## config.mk

```make
export PLATFORM = sky130hd
export DESIGN_NAME = ddr_rw_arbiter_flat
export DESIGN_NICKNAME = d
export VERILOG_FILES = /design/src/rtl/ddr_arb_pkg.sv /design/src/rtl/ddr_rw_arbiter_if.sv /design/src/rtl/ddr_arb_rr.sv /design/src/rtl/ddr_rw_arbiter.sv /design/src/flat_wrapper.sv
export SDC_FILE = /design/constraint.sdc
export NUM_CORES = 1
export LEC_CHECK = 0
export ABC_AREA = 1
export BUFFER_PORTS_ARGS = -buffer_cell sky130_fd_sc_hd__buf_4
export CAP_MARGIN = 20
export CORE_AREA = 2 2 454 456
export DETAILED_ROUTE_END_ITERATION = 10
export DIE_AREA = 0 0 456 458
export GPL_ROUTABILITY_DRIVEN = 0
export GPL_TIMING_DRIVEN = 0
export SYNTH_ARGS = -nofsm -noshare
export SYNTH_HDL_FRONTEND = slang
export SYNTH_SLANG_ARGS = --single-unit
export TNS_END_PERCENT = 20
```

## constraint.sdc

```tcl
create_clock -name core_clk -period 2.1 [get_ports core_clk]
set_input_delay 0.42 -clock core_clk [delete_from_list [all_inputs] [get_ports core_clk]]
set_output_delay 0.42 -clock core_clk [all_outputs]
set_load 0.01 [all_outputs]
```

## src/rtl/ddr_arb_pkg.sv

```systemverilog
// Shared types and constants for the DDR read/write arbiter.
package ddr_arb_pkg;

   typedef enum logic [2:0] {
      IDLE,
      WR_ADDR,
      WR_DATA,
      RD_ADDR,
      RD_DATA
   } state_e;

   localparam logic SRC_WR = 1'b0;
   localparam logic SRC_RD = 1'b1;

   function automatic int data_w(input int dq_w);
      return 8 * dq_w;
   endfunction

endpackage

```

## src/rtl/ddr_rw_arbiter_if.sv

```systemverilog
// Client-side and controller-side bus of the arbiter; master = arbiter view.
interface ddr_rw_arbiter_if #(
   parameter int CTRL_ADDR_WIDTH = 28,
   parameter int MEM_DQ_WIDTH    = 32
);
   localparam int DW = ddr_arb_pkg::data_w(MEM_DQ_WIDTH);

   logic                       wr_req, wr_gnt, wr_data_req, wr_done;
   logic [CTRL_ADDR_WIDTH-1:0] wr_addr;
   logic [3:0]                 wr_len;
   logic [DW-1:0]              wr_data;
   logic                       rd_req, rd_gnt, rd_data_vld, rd_done;
   logic [CTRL_ADDR_WIDTH-1:0] rd_addr;
   logic [3:0]                 rd_len;
   logic [DW-1:0]              rd_data;
   logic                       proto_err;
   logic [CTRL_ADDR_WIDTH-1:0] axi_awaddr, axi_araddr;
   logic [3:0]                 axi_awlen, axi_arlen;
   logic                       axi_awvalid, axi_awready, axi_arvalid, axi_arready;
   logic [DW-1:0]              axi_wdata, axi_rdata;
   logic                       axi_wready, axi_wusero_last, axi_rlast, axi_rvalid;

   modport master (
      input  wr_req, wr_addr, wr_len, wr_data, rd_req, rd_addr, rd_len,
             axi_awready, axi_wready, axi_wusero_last, axi_arready,
             axi_rdata, axi_rlast, axi_rvalid,
      output wr_gnt, wr_data_req, wr_done, rd_gnt, rd_data, rd_data_vld,
             rd_done, proto_err, axi_awaddr, axi_awlen, axi_awvalid,
             axi_wdata, axi_araddr, axi_arlen, axi_arvalid
   );

   modport slave (
      output wr_req, wr_addr, wr_len, wr_data, rd_req, rd_addr, rd_len,
             axi_awready, axi_wready, axi_wusero_last, axi_arready,
             axi_rdata, axi_rlast, axi_rvalid,
      input  wr_gnt, wr_data_req, wr_done, rd_gnt, rd_data, rd_data_vld,
             rd_done, proto_err, axi_awaddr, axi_awlen, axi_awvalid,
             axi_wdata, axi_araddr, axi_arlen, axi_arvalid
   );
endinterface

```

## src/rtl/ddr_arb_rr.sv

```systemverilog
// Two-requester round-robin picker; on a tie the side not served last wins.
import ddr_arb_pkg::*;

module ddr_arb_rr (
   input  logic clk,
   input  logic rst_n,
   input  logic en_i,
   input  logic req_wr_i,
   input  logic req_rd_i,
   output logic gnt_wr_o,
   output logic gnt_rd_o
);
   logic last_q, last_d;

   always_comb begin
      gnt_wr_o = en_i && req_wr_i && !(req_rd_i && (last_q == SRC_WR));
      gnt_rd_o = en_i && req_rd_i && !gnt_wr_o;
      last_d   = last_q;
      if (gnt_wr_o)      last_d = SRC_WR;
      else if (gnt_rd_o) last_d = SRC_RD;
   end

   // Resetting to READ makes the first tie go to the writer.
   always_ff @(posedge clk or negedge rst_n) begin
      if (!rst_n) last_q <= SRC_RD;
      else        last_q <= last_d;
   end
endmodule

```

## src/rtl/ddr_rw_arbiter.sv

```systemverilog
// Shares the DDR controller AXI port between one write and one read client,
// one burst in flight, with an independent beat count checked against last flags.
import ddr_arb_pkg::*;

module ddr_rw_arbiter #(
   parameter int CTRL_ADDR_WIDTH = 28,
   parameter int MEM_DQ_WIDTH    = 32
) (
   input logic              core_clk,
   input logic              core_clk_rst_n,
   input logic              ddr_init_done,
   ddr_rw_arbiter_if.master bus
);
   localparam int DW = data_w(MEM_DQ_WIDTH);

   state_e                     state_q;
   logic [CTRL_ADDR_WIDTH-1:0] awaddr_q, araddr_q;
   logic [3:0]                 awlen_q, arlen_q, beat_cnt_q;
   logic                       awvalid_q, arvalid_q, wr_gnt_q, rd_gnt_q;
   logic                       wr_done_q, rd_done_q, rd_vld_q, proto_err_q;
   logic [DW-1:0]              rd_data_q;
   logic                       pick_wr, pick_rd, grant_en;

   assign grant_en = (state_q == IDLE) && ddr_init_done;

   ddr_arb_rr u_rr (
      .clk      (core_clk),
      .rst_n    (core_clk_rst_n),
      .en_i     (grant_en),
      .req_wr_i (bus.wr_req),
      .req_rd_i (bus.rd_req),
      .gnt_wr_o (pick_wr),
      .gnt_rd_o (pick_rd)
   );

   always_ff @(posedge core_clk or negedge core_clk_rst_n) begin
      if (!core_clk_rst_n) begin
         state_q     <= IDLE;
         awaddr_q    <= '0;
         araddr_q    <= '0;
         awlen_q     <= '0;
         arlen_q     <= '0;
         beat_cnt_q  <= '0;
         awvalid_q   <= 1'b0;
         arvalid_q   <= 1'b0;
         wr_gnt_q    <= 1'b0;
         rd_gnt_q    <= 1'b0;
         wr_done_q   <= 1'b0;
         rd_done_q   <= 1'b0;
         rd_vld_q    <= 1'b0;
         proto_err_q <= 1'b0;
         rd_data_q   <= '0;
      end else begin
         wr_gnt_q  <= 1'b0;
         rd_gnt_q  <= 1'b0;
         wr_done_q <= 1'b0;
         rd_done_q <= 1'b0;
         rd_vld_q  <= 1'b0;
         case (state_q)
            IDLE: begin
               if (pick_wr) begin
                  wr_gnt_q  <= 1'b1;
                  awvalid_q <= 1'b1;
                  awaddr_q  <= bus.wr_addr;
                  awlen_q   <= bus.wr_len;
                  state_q   <= WR_ADDR;
               end else if (pick_rd) begin
                  rd_gnt_q  <= 1'b1;
                  arvalid_q <= 1'b1;
                  araddr_q  <= bus.rd_addr;
                  arlen_q   <= bus.rd_len;
                  state_q   <= RD_ADDR;
               end
            end
            WR_ADDR: begin
               if (bus.axi_awready) begin
                  awvalid_q  <= 1'b0;
                  beat_cnt_q <= awlen_q;
                  state_q    <= WR_DATA;
               end
            end
            WR_DATA: begin
               if (bus.axi_wready) begin
                  if (bus.axi_wusero_last && (beat_cnt_q != 4'd0)) proto_err_q <= 1'b1;
                  if (beat_cnt_q == 4'd0) begin
                     wr_done_q <= 1'b1;
                     state_q   <= IDLE;
                  end else begin
                     beat_cnt_q <= beat_cnt_q - 4'd1;
                  end
               end
            end
            RD_ADDR: begin
               if (bus.axi_arready) begin
                  arvalid_q  <= 1'b0;
                  beat_cnt_q <= arlen_q;
                  state_q    <= RD_DATA;
               end
            end
            RD_DATA: begin
               if (bus.axi_rvalid) begin
                  rd_data_q <= bus.axi_rdata;
                  rd_vld_q  <= 1'b1;
                  // The controller's rlast is only cross-checked; our own count ends the burst.
                  if (bus.axi_rlast != (beat_cnt_q == 4'd0)) proto_err_q <= 1'b1;
                  if (beat_cnt_q == 4'd0) begin
                     rd_done_q <= 1'b1;
                     state_q   <= IDLE;
                  end else begin
                     beat_cnt_q <= beat_cnt_q - 4'd1;
                  end
               end
            end
            default: state_q <= IDLE;
         endcase
      end
   end

   assign bus.wr_gnt      = wr_gnt_q;
   assign bus.rd_gnt      = rd_gnt_q;
   assign bus.wr_done     = wr_done_q;
   assign bus.rd_done     = rd_done_q;
   assign bus.rd_data_vld = rd_vld_q;
   assign bus.rd_data     = rd_data_q;
   assign bus.proto_err   = proto_err_q;
   assign bus.axi_awaddr  = awaddr_q;
   assign bus.axi_awlen   = awlen_q;
   assign bus.axi_awvalid = awvalid_q;
   assign bus.axi_araddr  = araddr_q;
   assign bus.axi_arlen   = arlen_q;
   assign bus.axi_arvalid = arvalid_q;
   assign bus.axi_wdata   = bus.wr_data;
   assign bus.wr_data_req = (state_q == WR_DATA) && bus.axi_wready;
endmodule
```

## src/flat_wrapper.sv

```systemverilog
// flat-port wrapper written by rule: the top's interface ports become plain ports
module ddr_rw_arbiter_flat 
#(
   parameter int CTRL_ADDR_WIDTH = 28,
   parameter int MEM_DQ_WIDTH    = 32
)
  (core_clk, core_clk_rst_n, ddr_init_done, bus_wr_req, bus_wr_addr, bus_wr_len, bus_wr_data, bus_rd_req, bus_rd_addr, bus_rd_len, bus_axi_awready, bus_axi_wready, bus_axi_wusero_last, bus_axi_arready, bus_axi_rdata, bus_axi_rlast, bus_axi_rvalid, bus_wr_gnt, bus_wr_data_req, bus_wr_done, bus_rd_gnt, bus_rd_data, bus_rd_data_vld, bus_rd_done, bus_proto_err, bus_axi_awaddr, bus_axi_awlen, bus_axi_awvalid, bus_axi_wdata, bus_axi_araddr, bus_axi_arlen, bus_axi_arvalid);
  ddr_rw_arbiter_if #(.CTRL_ADDR_WIDTH(CTRL_ADDR_WIDTH), .MEM_DQ_WIDTH(MEM_DQ_WIDTH)) bus_i ();
  input logic core_clk;
  input logic core_clk_rst_n;
  input logic ddr_init_done;
  input wire logic [$bits(bus_i.wr_req)-1:0] bus_wr_req;
  input wire logic [$bits(bus_i.wr_addr)-1:0] bus_wr_addr;
  input wire logic [$bits(bus_i.wr_len)-1:0] bus_wr_len;
  input wire logic [$bits(bus_i.wr_data)-1:0] bus_wr_data;
  input wire logic [$bits(bus_i.rd_req)-1:0] bus_rd_req;
  input wire logic [$bits(bus_i.rd_addr)-1:0] bus_rd_addr;
  input wire logic [$bits(bus_i.rd_len)-1:0] bus_rd_len;
  input wire logic [$bits(bus_i.axi_awready)-1:0] bus_axi_awready;
  input wire logic [$bits(bus_i.axi_wready)-1:0] bus_axi_wready;
  input wire logic [$bits(bus_i.axi_wusero_last)-1:0] bus_axi_wusero_last;
  input wire logic [$bits(bus_i.axi_arready)-1:0] bus_axi_arready;
  input wire logic [$bits(bus_i.axi_rdata)-1:0] bus_axi_rdata;
  input wire logic [$bits(bus_i.axi_rlast)-1:0] bus_axi_rlast;
  input wire logic [$bits(bus_i.axi_rvalid)-1:0] bus_axi_rvalid;
  output wire logic [$bits(bus_i.wr_gnt)-1:0] bus_wr_gnt;
  output wire logic [$bits(bus_i.wr_data_req)-1:0] bus_wr_data_req;
  output wire logic [$bits(bus_i.wr_done)-1:0] bus_wr_done;
  output wire logic [$bits(bus_i.rd_gnt)-1:0] bus_rd_gnt;
  output wire logic [$bits(bus_i.rd_data)-1:0] bus_rd_data;
  output wire logic [$bits(bus_i.rd_data_vld)-1:0] bus_rd_data_vld;
  output wire logic [$bits(bus_i.rd_done)-1:0] bus_rd_done;
  output wire logic [$bits(bus_i.proto_err)-1:0] bus_proto_err;
  output wire logic [$bits(bus_i.axi_awaddr)-1:0] bus_axi_awaddr;
  output wire logic [$bits(bus_i.axi_awlen)-1:0] bus_axi_awlen;
  output wire logic [$bits(bus_i.axi_awvalid)-1:0] bus_axi_awvalid;
  output wire logic [$bits(bus_i.axi_wdata)-1:0] bus_axi_wdata;
  output wire logic [$bits(bus_i.axi_araddr)-1:0] bus_axi_araddr;
  output wire logic [$bits(bus_i.axi_arlen)-1:0] bus_axi_arlen;
  output wire logic [$bits(bus_i.axi_arvalid)-1:0] bus_axi_arvalid;
  assign bus_i.wr_req = bus_wr_req;
  assign bus_i.wr_addr = bus_wr_addr;
  assign bus_i.wr_len = bus_wr_len;
  assign bus_i.wr_data = bus_wr_data;
  assign bus_i.rd_req = bus_rd_req;
  assign bus_i.rd_addr = bus_rd_addr;
  assign bus_i.rd_len = bus_rd_len;
  assign bus_i.axi_awready = bus_axi_awready;
  assign bus_i.axi_wready = bus_axi_wready;
  assign bus_i.axi_wusero_last = bus_axi_wusero_last;
  assign bus_i.axi_arready = bus_axi_arready;
  assign bus_i.axi_rdata = bus_axi_rdata;
  assign bus_i.axi_rlast = bus_axi_rlast;
  assign bus_i.axi_rvalid = bus_axi_rvalid;
  assign bus_wr_gnt = bus_i.wr_gnt;
  assign bus_wr_data_req = bus_i.wr_data_req;
  assign bus_wr_done = bus_i.wr_done;
  assign bus_rd_gnt = bus_i.rd_gnt;
  assign bus_rd_data = bus_i.rd_data;
  assign bus_rd_data_vld = bus_i.rd_data_vld;
  assign bus_rd_done = bus_i.rd_done;
  assign bus_proto_err = bus_i.proto_err;
  assign bus_axi_awaddr = bus_i.axi_awaddr;
  assign bus_axi_awlen = bus_i.axi_awlen;
  assign bus_axi_awvalid = bus_i.axi_awvalid;
  assign bus_axi_wdata = bus_i.axi_wdata;
  assign bus_axi_araddr = bus_i.axi_araddr;
  assign bus_axi_arlen = bus_i.axi_arlen;
  assign bus_axi_arvalid = bus_i.axi_arvalid;
  ddr_rw_arbiter #(.CTRL_ADDR_WIDTH(CTRL_ADDR_WIDTH), .MEM_DQ_WIDTH(MEM_DQ_WIDTH)) u_core (.core_clk(core_clk), .core_clk_rst_n(core_clk_rst_n), .ddr_init_done(ddr_init_done), .bus(bus_i));
endmodule
```

After elaboration in Yosys (flattened, before gate mapping)
Index checks and enable logic that the tools add are counted.
{ "totals": {"regBits": 336, "output_inout_bits": 585, "elab_cells": 99} }
{ "op_classes": {"addsub": 1, "n_eq_ne": 15, "n_mux": 39, "n_bitwise": 2, "reduce_logical": 26} }
{ "op_table": {"columns": ["op", "count"], "rows": [
  ["$mux W1", 22],
  ["$mux W3", 7],
  ["$mux W4", 5],
  ["$pmux W4 S4", 1],
  ["$pmux W3 S5", 1],
  ["$reduce_and A5 Y1", 3],
  ["$ne A2 B2 Y1 const B", 5],
  ["$logic_and A1 B1 Y1", 8],
  ["$ne A2 B1 Y1 const B", 4],
  ["$reduce_bool A2 Y1", 4],
  ["$reduce_bool A4 Y1", 2],
  ["$eq A3 B2 Y1 const B", 2],
  ["$pmux W1 S2", 3],
  ["$reduce_and A3 Y1", 2],
  ["$logic_not A4 Y1", 1],
  ["$reduce_and A2 Y1", 2],
  ["$reduce_and A4 Y1", 1],
  ["$sub A4 B1 Y4 const B", 1],
  ["$eq A3 B1 Y1 const B", 1],
  ["$eq A3 B3 Y1 const B", 1],
  ["$logic_not A3 Y1", 1],
  ["$ne A3 B1 Y1 const B", 1],
  ["$logic_not A1 Y1", 2],
  ["$not A1 Y1", 2],
  ["$ne A1 B1 Y1", 1]
]} }

Logic depth before layout (Yosys ltp)
{ "logic_depth": {"ltp_word": 9, "depth_mapped": 10, "mapped_depth_nobuf": 9} }

Cells and area by module
From an unflattened synthesis, not the netlist that was laid out.
{ "hier_totals": {"cells_unflattened": 1205, "hier_area_um2": 14829.2} }
{ "modules_own_cells": {"columns": ["mod", "instances", "cells_each", "area_per_inst_um2", "seq_area_each_um2"], "rows": [
  ["ddr_rw_arbiter", 1, 1193, 14755.4, 8383.0],
  ["ddr_arb_rr", 1, 12, 73.8, 26.3]
]} }

Least setup slack after synthesis
OpenSTA, ideal clock, no wires.
{ "synth_timing": {"path_kind": "register to register", "startpoint": "reg u_core.state_q[1]", "endpoint": "reg u_core.rd_data_q[0] (netlist: u_core.bus.rd_data[0])", "setup_time_ps": 125, "arrival_ps": 1462, "setup_slack_ps": 513, "stages_incl_launch_ff": 7, "n_path_buf": 2, "cell_sequence": "dfrtp_1 > nor2_4 > nand2_2 > nor2_8 > buf_12 > buf_12 > mux2_4"} }
{ "synth_via": {"elab_chain_cells": 2} }
{ "synth_rtl": {"columns": ["item", "line", "text"], "rows": [
  ["start, declared", "ddr_rw_arbiter.sv:16", "state_e state_q;"],
  ["start signal, assigned", "ddr_rw_arbiter.sv:38", "state_q <= IDLE;"],
  ["start signal, assigned", "ddr_rw_arbiter.sv:66", "state_q <= WR_ADDR;"],
  ["start signal, assigned", "ddr_rw_arbiter.sv:72", "state_q <= RD_ADDR;"],
  ["$eq A3 B3 Y1", "ddr_rw_arbiter.sv:59", "case (state_q)"],
  ["$reduce_and A2 Y1 (no line)", null, null],
  ["end signal, assigned", "ddr_rw_arbiter.sv:102", "rd_data_q <= bus.axi_rdata;"],
  ["end, declared", "ddr_rw_arbiter.sv:21", "logic [DW-1:0] rd_data_q;"]
]} }
No other way between the ends.
A chain may end at the register's enable or synchronous reset.

Final worst setup path
{ "layout_timing": {"startpoint": "reg u_core.state_q[2]", "endpoint": "out bus_wr_data_req"} }
{ "layout_via": {"elab_chain_cells": 2} }
{ "layout_rtl": {"columns": ["item", "line", "text"], "rows": [
  ["$eq A3 B2 Y1", "ddr_rw_arbiter.sv:133", "assign bus.wr_data_req = (state_q == WR_DATA) && bus.axi_wready;"],
  ["$logic_and A1 B1 Y1", "ddr_rw_arbiter.sv:133", null],
  ["end, declared", "flat_wrapper.sv:27", "output wire logic [$bits(bus_i.wr_data_req)-1:0] bus_wr_data_req;"]
]} }
No other way between the ends.

==> results.cfg <==
[timing]
layout_setup_ws_ns = 0.0848
setup_viol = 0
drv_slew = 0
finalHoldViolCount = 76
finalCritPeriodShare_pct = 96.0
maxSlewHeadroom_pct = 54.4
fin_tns_setup_ns = 0
rsz0062_at_grt = true
finClkSkew_ns = 0.0365
fmax_mhz = 496
min_period_ns = 2.02
worst-slew-pin-transition_ns = 0.684
whs_ns = -0.287

[setup_path]
max_stage_delay_ns = 0.41
cp_cell_sequence = inv_2 > nand3_4 > nor2_4 > buf_8
crit_arrival_ns = 1.60
crit_buf_inv = 2
crit_fanout = 2
critPathKind = register to output port
cp-start-kind = register
cp_slowest_cell = dfrtp_2
crit_family = flip-flops
worst_ep_required_time_ns = 1.68
end_kind = output port

[floorplan]
die_x_um = 456
die_h_um = 458
start_util_pct = 7.81
core_um2 = 204000
ioPinCount = 1172
die_area_um2 = 209000
rows = 166

[clock_tree]
clock_latency_ns = 0.68
cts_made_buffers = 49
clockRootBuffer = clkbuf_16
cts-hold-fix-buffers = 320
h-tree-depth = 2
cts.sinks = 336
clkTransAtPathRegs_ns = 0.06
cts_tree = yes
ctsLongestPathBuffers = 3

[logic_synthesis]
synth-seq-cells = 336
synthDominantCellAreaShare_pct = 52.7
synth_area_leaders = dfrtp_1 53%, mux2_4 22%, buf_4 12%
synth_area_leader_cell = dfrtp_1
synth_edf_count = 0
async_flop_share_pct = 100
synthFlopType = dfrtp_1
yosysSeqAreaShare_pct = 52.9
synth.avg_cell_area_um2 = 13.4
syn-num-nets = 1779
synth_cells = 1190
synthDistinctLibCells = 28
synth_area_um2 = 15900
yosysWarnings = 0

[detailed_routing]
dr.first_iter.drc_count = 770
met2_length_um = 56500
dr.max_layer_used = met5
detail-route-antenna-nets = 0
drt_wl_total_um = 125000
route.met3.wl_um = 18300
routed-via-count = 14476
m1WireLength_um = 46600
drc_errors = 0
firstDrtPassIters = 5
viasPerCell = 2.76
detail_route.wl_per_cell_um = 23.9

[power_and_ir_drop]
p_sw_mw = 15.5
power_frac_clock_pct = 23.4
ir_worst_vdd_mv = 0.553
seqPwrFrac_pct = 29.9
p_leak_nw = 14.9
p_per_area_nw_per_um2 = 1270
p_comb_share_pct = 46.7
switching_share_pct = 38.9
p_int_mw = 24.4

[cells_and_area]
instances_no_fill = 5243
area_growth_pct = 97.2
final_common_cell = buf_4
fillers = 22588
final_util_pct = 15.4
layout_common_cells = 1,181 x buf_4, 332 x dfrtp_1, 320 x dlygate4sd3_1
drive_gt1_share_pct = 62.5
layout.nets = 3073

[run_status]
failed_checks = negative hold slack
outcome = complete, but fails checks

[placement]
hpwl_um = 110000
dp.cells = 4796
io_buffers = 915
dp_slack_ns = -0.348

[grt]
grt_pass1_vias = 14850
grt.total_usage_pct = 11.5
grt_max_degree = 103
grt_pass1_wl_um = 155000
grt_overflow = 0
antenna_found_initial = 123

[job]
drv_cap = 0

[worst_hold_path]
hp-class = primary input to asynchronous set/reset pin
==> registers in the layout, summed over array words and instances (netlist names) <==
register	count
u_core.bus.rd_data_vld	1
u_core.bus.axi_awaddr	28
u_core.bus.proto_err	1
u_core.state_q	3
u_core.bus.axi_araddr	28
u_core.bus.axi_arlen	4
u_core.bus.rd_done	1
u_core.u_rr.last_q	1
u_core.bus.wr_gnt	1
u_core.bus.rd_data	256
u_core.bus.rd_gnt	1
u_core.bus.axi_arvalid	1
u_core.bus.axi_awvalid	1
u_core.bus.wr_done	1
u_core.bus.axi_awlen	4
u_core.beat_cnt_q	4
==> kinds of logic (layout without fill, tap and decap cells) <==
group / Yosys count / count (layout) / synth area share [%]
simple gates: 269 / 269 / 6.79
xor+xnor: 2 / 2 / 0.110
fa+ha+maj: 2 / 2 / 0.157
flops: 336 / 336 / 52.9
mux: 256 / 256 / 23.5
compound gates: 8 / 8 / 0.283
buf+inv: 317 / 1648 / 16.3
other cells: 0 / 34 / 0
==> power by group through the flow <==
stage	Combinational (mW)	Sequential (mW)	Clock (mW)
2_1_floorplan	6.15	12.7	0
3_3_place_gp	18.3	11.8	0
3_5_place_dp	18.4	11.9	0
4_1_cts	19.2	11.9	9.78
5_1_grt	20.0	12.2	9.96
6_report	18.6	11.9	9.34
==> per-stage QoR <==
stage / hold WS (ns) / power [mW] / cell area (um^2)
2_1_floorplan: 0.124 / 18.9 / 15900
3_3_place_gp: 0.455 / 30.1 / 26100
3_5_place_dp: 0.446 / 30.3 / 26200
6_report: -0.287 / 39.9 / 31400
4_1_cts: -0.345 / 40.9 / 31300
5_1_grt: -0.296 / 42.2 / 31300
==> timing repair <==
item                                    CTS  global route
gates resized for setup                  11             3
endpoints found under the hold margin   396            76
pin swaps                                 2             2
endpoints found under the setup margin    8            22
buffers inserted                          6             0
==> cell type report <==
cell class              count  area (um^2)  area share (%)
diodes                     34         85.1           0.271
multi-input cells         537         4940            15.7
plain buffers             296         2510            8.01
clock buffers              53         1260            4.02
repair buffers           1244        10200            32.6
clock inverters            35          507            1.62
well taps                2688         3360            10.7
inverters                  20         75.1           0.239
flip-flops and latches    336         8410            26.8
==> per-layer routing <==
layer	vias up	global-route usage (%)
li1	6289	-
met1	6929	12.4
met2	933	18.1
met3	267	7.93
met4	58	3.15
met5	-	0
==> Yosys cell counts (4+ instances only) <==
| cell | instances |
|---|---|
| mux2_2 | 27 |
| nand4_1 | 4 |
| nand2_2 | 4 |
| dfrtp_1 | 335 |
| o21ai_0 | 4 |
| inv_1 | 18 |
| buf_2 | 4 |
| nand3_1 | 12 |
| clkbuf_1 | 5 |
| buf_12 | 25 |
| mux2_4 | 229 |
| buf_4 | 261 |
| nand2_1 | 236 |
| nor2_1 | 7 |
==> worst reg2reg max path, stage by stage, from the launching register on <==
cell and delay, ns:
dfrtp_2 0.42, buf_4 0.15, nor2_4 0.13, nand2_4 0.10, nor2_8 0.22, buf_12 0.27, buf_12 0.25, mux2_4 0.32
==> final timing paths <==
path | cells past startpoint | to | startpoint | slack (ns)
max reg2reg | 7 | u_core.bus.rd_data[251] | u_core.state_q[0] | 0.11
max in group asynchronous | 4 | u_core.state_q[0] | core_clk_rst_n | 0.44
min reg2reg | 2 | u_core.bus.proto_err | u_core.bus.proto_err | 0.47
max | 4 | bus_wr_data_req | u_core.state_q[2] | 0.08
min in group core_clk | 3 | u_core.bus.axi_awlen[3] | bus_wr_len[3] | 0.08
min | 1 | u_core.bus.rd_data[85] | core_clk_rst_n | -0.29
Power figures use the tool's default switching activity.
